==> src/rtl/vec_packet_tx.sv <==
// rtl/vec_packet_tx.sv - captures a 3-packet vector and serialises it one packet per handshake
// Optional VEC_PACKET_TX_CHECKSUM_EN appends a fourth XOR checksum beat.
module vec_packet_tx (
    input  logic        clock,
    input  logic        reset,
    input  logic [15:0] io_inPacket_tx_header_0,
    input  logic [15:0] io_inPacket_tx_addr_0,
    input  logic [31:0] io_inPacket_tx_data_0,
    input  logic [15:0] io_inPacket_tx_header_1,
    input  logic [15:0] io_inPacket_tx_addr_1,
    input  logic [31:0] io_inPacket_tx_data_1,
    input  logic [15:0] io_inPacket_tx_header_2,
    input  logic [15:0] io_inPacket_tx_addr_2,
    input  logic [31:0] io_inPacket_tx_data_2,
    input  logic        io_inValid,
    output logic        io_inReady,
    output logic [15:0] io_out_header,
    output logic [15:0] io_out_addr,
    output logic [31:0] io_out_data,
    output logic        io_outValid,
    output logic        io_outLast,
    input  logic        io_outReady,
    output logic [7:0]  io_txCount
);

`ifdef VEC_PACKET_TX_CHECKSUM_EN
    localparam logic [1:0]  LAST_IDX = 2'd3;
    localparam logic [15:0] CSUM_HDR = 16'hC5C5;
`else
    localparam logic [1:0]  LAST_IDX = 2'd2;
`endif

    typedef enum logic {
        IDLE = 1'b0,
        SEND = 1'b1
    } state_t;

    state_t      state_q;
    logic [1:0]  idx_q;
    logic [15:0] hdr_q  [3];
    logic [15:0] addr_q [3];
    logic [31:0] data_q [3];

    logic        in_ready_q;
    logic        out_valid_q;
    logic        out_last_q;
    logic [15:0] out_hdr_q;
    logic [15:0] out_addr_q;
    logic [31:0] out_data_q;
    logic [7:0]  tx_count_q;

    logic [1:0]  nxt_idx_d;
    logic [15:0] beat_hdr_d;
    logic [15:0] beat_addr_d;
    logic [31:0] beat_data_d;

    // Fields of the beat that follows the current one, preloaded into the output registers on transfer.
    always_comb begin
        nxt_idx_d   = idx_q + 2'd1;
        beat_hdr_d  = '0;
        beat_addr_d = '0;
        beat_data_d = '0;
        case (nxt_idx_d)
            2'd0: begin
                beat_hdr_d  = hdr_q[0];
                beat_addr_d = addr_q[0];
                beat_data_d = data_q[0];
            end
            2'd1: begin
                beat_hdr_d  = hdr_q[1];
                beat_addr_d = addr_q[1];
                beat_data_d = data_q[1];
            end
            2'd2: begin
                beat_hdr_d  = hdr_q[2];
                beat_addr_d = addr_q[2];
                beat_data_d = data_q[2];
            end
`ifdef VEC_PACKET_TX_CHECKSUM_EN
            2'd3: begin
                beat_hdr_d  = CSUM_HDR;
                beat_addr_d = addr_q[0] ^ addr_q[1] ^ addr_q[2];
                beat_data_d = data_q[0] ^ data_q[1] ^ data_q[2];
            end
`endif
            default: ;
        endcase
    end

    always_ff @(posedge clock) begin
        if (!reset) begin
            state_q     <= IDLE;
            idx_q       <= 2'd0;
            for (int k = 0; k < 3; k++) begin
                hdr_q[k]  <= '0;
                addr_q[k] <= '0;
                data_q[k] <= '0;
            end
            in_ready_q  <= 1'b1;
            out_valid_q <= 1'b0;
            out_last_q  <= 1'b0;
            out_hdr_q   <= '0;
            out_addr_q  <= '0;
            out_data_q  <= '0;
            tx_count_q  <= '0;
        end else begin
            case (state_q)
                IDLE: begin
                    if (io_inValid) begin
                        hdr_q[0]    <= io_inPacket_tx_header_0;
                        hdr_q[1]    <= io_inPacket_tx_header_1;
                        hdr_q[2]    <= io_inPacket_tx_header_2;
                        addr_q[0]   <= io_inPacket_tx_addr_0;
                        addr_q[1]   <= io_inPacket_tx_addr_1;
                        addr_q[2]   <= io_inPacket_tx_addr_2;
                        data_q[0]   <= io_inPacket_tx_data_0;
                        data_q[1]   <= io_inPacket_tx_data_1;
                        data_q[2]   <= io_inPacket_tx_data_2;
                        idx_q       <= 2'd0;
                        out_hdr_q   <= io_inPacket_tx_header_0;
                        out_addr_q  <= io_inPacket_tx_addr_0;
                        out_data_q  <= io_inPacket_tx_data_0;
                        out_valid_q <= 1'b1;
                        out_last_q  <= 1'b0;
                        in_ready_q  <= 1'b0;
                        state_q     <= SEND;
                    end
                end
                SEND: begin
                    if (out_valid_q && io_outReady) begin
                        if (idx_q == LAST_IDX) begin
                            state_q     <= IDLE;
                            idx_q       <= 2'd0;
                            out_valid_q <= 1'b0;
                            out_last_q  <= 1'b0;
                            out_hdr_q   <= '0;
                            out_addr_q  <= '0;
                            out_data_q  <= '0;
                            in_ready_q  <= 1'b1;
                            tx_count_q  <= tx_count_q + 8'd1;
                        end else begin
                            idx_q       <= nxt_idx_d;
                            out_hdr_q   <= beat_hdr_d;
                            out_addr_q  <= beat_addr_d;
                            out_data_q  <= beat_data_d;
                            out_last_q  <= (nxt_idx_d == LAST_IDX);
                        end
                    end
                end
                default: state_q <= IDLE;
            endcase
        end
    end

    assign io_inReady    = in_ready_q;
    assign io_outValid   = out_valid_q;
    assign io_outLast    = out_last_q;
    assign io_out_header = out_hdr_q;
    assign io_out_addr   = out_addr_q;
    assign io_out_data   = out_data_q;
    assign io_txCount    = tx_count_q;

endmodule

==> config.mk <==
export PLATFORM = sky130hd
export DESIGN_NAME = vec_packet_tx
export DESIGN_NICKNAME = d
export VERILOG_FILES = /design/src/rtl/vec_packet_tx.sv
export SDC_FILE = /design/constraint.sdc
export NUM_CORES = 1
export LEC_CHECK = 0
export CORE_MARGIN = 2
export CORE_UTILIZATION = 30
export DETAILED_ROUTE_END_ITERATION = 10
export GPL_TIMING_DRIVEN = 0
export PLACE_DENSITY_LB_ADDON = 0.2
export SYNTH_ARGS = -nofsm -noshare
export SYNTH_HDL_FRONTEND = slang
export SYNTH_SLANG_ARGS = --single-unit
==> constraint.sdc <==
create_clock -name clock -period 12.9 [get_ports clock]
set_input_delay 2.58 -clock clock [delete_from_list [all_inputs] [get_ports clock]]
set_output_delay 2.58 -clock clock [all_outputs]
set_load 0.005 [all_outputs]
# Yosys cells after proc, flatten, opt, wreduce, memory -nomap -nowiden

Memory sizes are Yosys's and may differ from the RTL's.
Index checks and enable logic that the tools add are counted.
Widths: inputs -> output; s select.

Register bits: 78
RAM bits: 192
Bits of input ports: 196
Output and inout port bits: 75
Memories kept: 3

$add $sub $neg: 2
Eq/ne operators: 6
Mux-type cells: 47
Bitwise gates (word level): 10
Reductions and logical operators: 5

Memories:

| name   | words | width | rd ports | clocked after memory_dff | write ports | RTL line | source |
|---|---|---|---|---|---|---|---|
| data_q | 3     | 32    | 3        | 0                        | 3           | 42       | `logic [31:0] data_q [3];` |
| addr_q | 3     | 16    | 3        | 0                        | 3           | 41       | `logic [15:0] addr_q [3];` |
| hdr_q  | 3     | 16    | 3        | 0                        | 3           | 40       | `logic [15:0] hdr_q [3];` |

Operators by type and width:

| operator            | number |
|---|---|
| $mux 16             | 12 |
| $mux 32             | 6 |
| $pmux 16 s3         | 2 |
| $pmux 32 s3         | 1 |
| $pmux 16 s2         | 2 |
| $pmux 32 s2         | 1 |
| $mux 1              | 15 |
| $or 1x1->1          | 9 |
| $add 8x1->8 const B | 1 |
| $pmux 1 s2          | 4 |
| $mux 2              | 3 |
| $reduce_and 3->1    | 2 |
| $eq 2x2->1 const B  | 2 |
| $ne 2x1->1 const B  | 2 |
| $pmux 2 s2          | 1 |
| $add 2x1->2 const B | 1 |
| $eq 2x1->1 const B  | 1 |
| $logic_not 2->1     | 1 |
| $ne 2x2->1 const B  | 1 |
| $reduce_and 2->1    | 1 |
| $logic_and 1x1->1   | 1 |
| $not 1->1           | 1 |

# Logic depth before layout (Yosys ltp)

Word-level depth: 6
Gate-level depth with buffers: 7
Mapped depth without buffers: 4

# Least setup slack after synthesis

Ideal clock, no wire load.

Path kind: input port to flip-flop
Start point: input reset
End point: memory addr_q[0][0], enable pin
Setup time: 1534 ps
Arrival time: 6379 ps
Data required time: 11366 ps
Path slack: 4987 ps
Stages: 4
Buffers on the path: 3
Cells stage by stage: buf_2 > buf_2 > clkbuf_1 > nand2_1

RTL lines:

| item            | RTL line | source |
|---|---|---|
| start, declared | 5        | `input logic reset,` |
| end, declared   | 41       |  |

==> flow_metrics.py <==
metrics = {
    "synthesis": {
        "synth-seq-area-share": 0.6165,
        "ys.flop_type": "edfxtp_1",
        "yosysTopAreaCellShare": 0.4864,
        "post-synth-top-area-cell": "edfxtp_1",
        "synth_cells": 961,
        "synth.net_count": 1158,
        "syn_area_mm2": 0.01185,
        "synth-seq-cells": 269,
        "syn-mean-instance-area_um2": 12.33,
        "yosysUniqueCellTypes": 39,
        "synth_edf_count": 192,
        "async_reset_ff_frac": 0,
        "synthTopCellsByArea": "edfxtp_1 49%, dfxtp_1 13%, and3_1 10%",
        "yosysWarnings": 0,
    },
    "die": {
        "dieArea_mm2": 0.04112,
        "die_h_um": 202.8,
        "core-area_mm2": 0.03883,
        "start_util": 0.3053,
        "ioPinCount": 271,
        "num_rows": 72,
        "die_width_um": 202.8,
    },
    "sta": {
        "slew_viol_final": 0,
        "max_freq_mhz": 217.1,
        "timing.setup.tns_ns": 0,
        "period_needed_ns": 4.606,
        "worst_slew_pin_slew_ns": 0.8759,
        "finalClockSkew_ns": 0.01484,
        "finalWorstSetupSlack_ns": 8.294,
        "rsz0062_at_grt": "false",
        "finalHoldViolations": 0,
        "finalSetupViolations": 0,
        "finalCritPeriodShare": 0.3571,
        "slew_headroom": 0.4161,
    },
    "global_route": {
        "grt_pass1_vias": 9609,
        "grt_usage": 0.2033,
        "grt_max_degree": 55,
        "grt_pass1_wl_um": 61840,
        "antenna_found_initial": 3,
        "grt_overflow": 0,
    },
    "finish": {
        "nets": 1463,
        "final_common_cell": "clkdlybuf4s50_1",
        "area_growth_pct": 37.13,
        "mostFrequentLayoutCells": "269 x clkdlybuf4s50_1, 194 x and3_1, 192 x edfxtp_1",
        "drive_gt1_frac": 0.1132,
        "finalInstanceArea_mm2": 0.01625,
        "multi_input_area_mm2": 0.004000,
        "regArea_mm2": 0.007307,
        "nFillCells": 3687,
    },
    "clock_network": {
        "h-tree-depth": 1,
        "ctsHoldBuffers": 0,
        "max-clock-path-buffers": 3,
        "cts.repair.resized": 0,
        "cts_tree": "built",
        "clock_latency_ns": 0.57,
        "cts_sinks": 269,
        "numCtsBuffers": 31,
        "cts_setup_buffers": 0,
        "clock-root-buffer": "clkbuf_16",
        "cts.clk_slew.worst_paths_ns": 0.06,
    },
    "pwr": {
        "max-vdd-ir-drop_mv": 0.09606,
        "power_density_mw_per_mm2": 132.3,
        "p_leak_uw": 0.006448,
    },
    "worst_hold_path": {
        "hold_path_startpoint": "io_txCount[7]",
        "hold_depth": 2,
        "min_to": "io_txCount[7]",
        "min_path_type": "reg -> reg",
    },
    "route": {
        "num_vias": 9348,
        "drt-initial-drc-count": 651,
        "viasPerCell": 5.167,
        "wl_um": 42570,
        "post_drt_wl_per_cell_um": 23.53,
        "ant_nets": 0,
        "drc": 0,
        "drt-pass1-iter-count": 5,
    },
    "flow_run": {
        "drv_cap": 0,
    },
    "worst_setup_path": {
        "r2r-end": "addr_q[0][20]",
        "reg2reg_from": "state_q",
        "crit_required_ns": 13.14,
        "critPathMaxFanout": 54,
        "cp_data_arrival_time_ns": 4.84,
        "reg2reg_setup_slack_ns": 10.30,
        "critPathLaunchType": "input pin",
        "crit_type": "in -> reg",
        "worstSetupEndpointType": "register",
        "rr_worst_depth": 7,
    },
    "place": {
        "io_buffers": 269,
        "place_area_mm2": 0.01528,
        "pre_cts_slack_ns": 7.690,
        "dp_hpwl_um": 30460,
        "place_congestion": 0.8006,
    },
    "outcome": {
        "status": "complete, no violations",
    },
}
==> sequential cells by signal, indices dropped and copies added, names as in the netlist <==
register,flops
data_q,96
addr_q,48
hdr_q,48
io_out_data,32
io_out_addr,16
io_out_header,16
io_txCount,8
idx_q,2
io_inReady,1
io_outValid,1
state_q,1
==> synthesized netlist by cell type, drive strengths merged (32+ instances only) <==
cell	n
dfxtp	77
a21oi	37
o21ai	32
a311oi	35
nor3	35
nand2	43
and3	194
edfxtp	192
clkbuf	57
buf	51
a22oi	49
mux2	49
==> cell type report <==
type	instances	area share
Sequential cell	269	0.4496
Multi-Input combinational cell	583	0.2461
Timing Repair Buffer	272	0.1707
Clock buffer	42	0.05027
Tap cell	518	0.03988
Buffer	108	0.03380
Clock inverter	15	0.009238
Inverter	1	0.0002309
Antenna cell	1	0.0001540
==> layer usage <==
layer | track usage | share of wire | up-vias
li1 | - | - | 4355
met5 | 0 | 0.00021 | -
met2 | 0.3319 | 0.47 | 323
met4 | 0.04901 | 0.024 | 2
met1 | 0.2696 | 0.44 | 4607
met3 | 0.05313 | 0.070 | 61
==> worst max path at each step <==
stage	from	end	cells after the start
finish	io_inValid	addr_q[0][20]	7
global route	io_inValid	addr_q[0][20]	7
CTS	io_inValid	data_q[0][58]	7
detailed placement	io_inValid	addr_q[0][7]	7
global placement	io_inValid	addr_q[0][23]	5
floorplan	reset	addr_q[0][0]	4
==> critical path, cell delays in order <==
cell             delay [ns]
clkdlybuf4s50_1        0.52
nand2b_1               0.07
buf_4                  0.17
clkbuf_1               0.27
nand2_4                0.54
buf_16                 0.34
buf_16                 0.29
==> power breakdown <==
part	switching [uW]	internal (uW)	leakage [uW]
logic	135	140	0.00327
clock network	357	501	0.000468
registers	23.4	994	0.00271
total	516	1640	0.00645
==> metrics by stage <==
stage          cells  total power (uW)  hold WS, ns    util
2_1_floorplan    961              1150       0.4591       -
3_5_place_dp    1751              1312       0.4709  0.3936
4_1_cts         1808              2173       0.4843  0.4185
3_3_place_gp    1748              1317       0.4565  0.3913
6_report        1809              2151       0.4752  0.4186
5_1_grt         1808              2230       0.4964  0.4185
==> kinds of logic (layout without fill, tap and decap cells) <==
family	after synthesis	after routing	synth area share
AO/OA/AOI/OAI	202	202	0.1204
adder cells (fa/ha/maj)	1	1	0.001055
buffers and inverters	109	438	0.04666
flip-flops	269	269	0.6165
multiplexers	67	67	0.06175
other	0	1	0
AND/OR/NAND/NOR	313	313	0.1536
No activity file was read; power rests on OpenSTA's default activity.
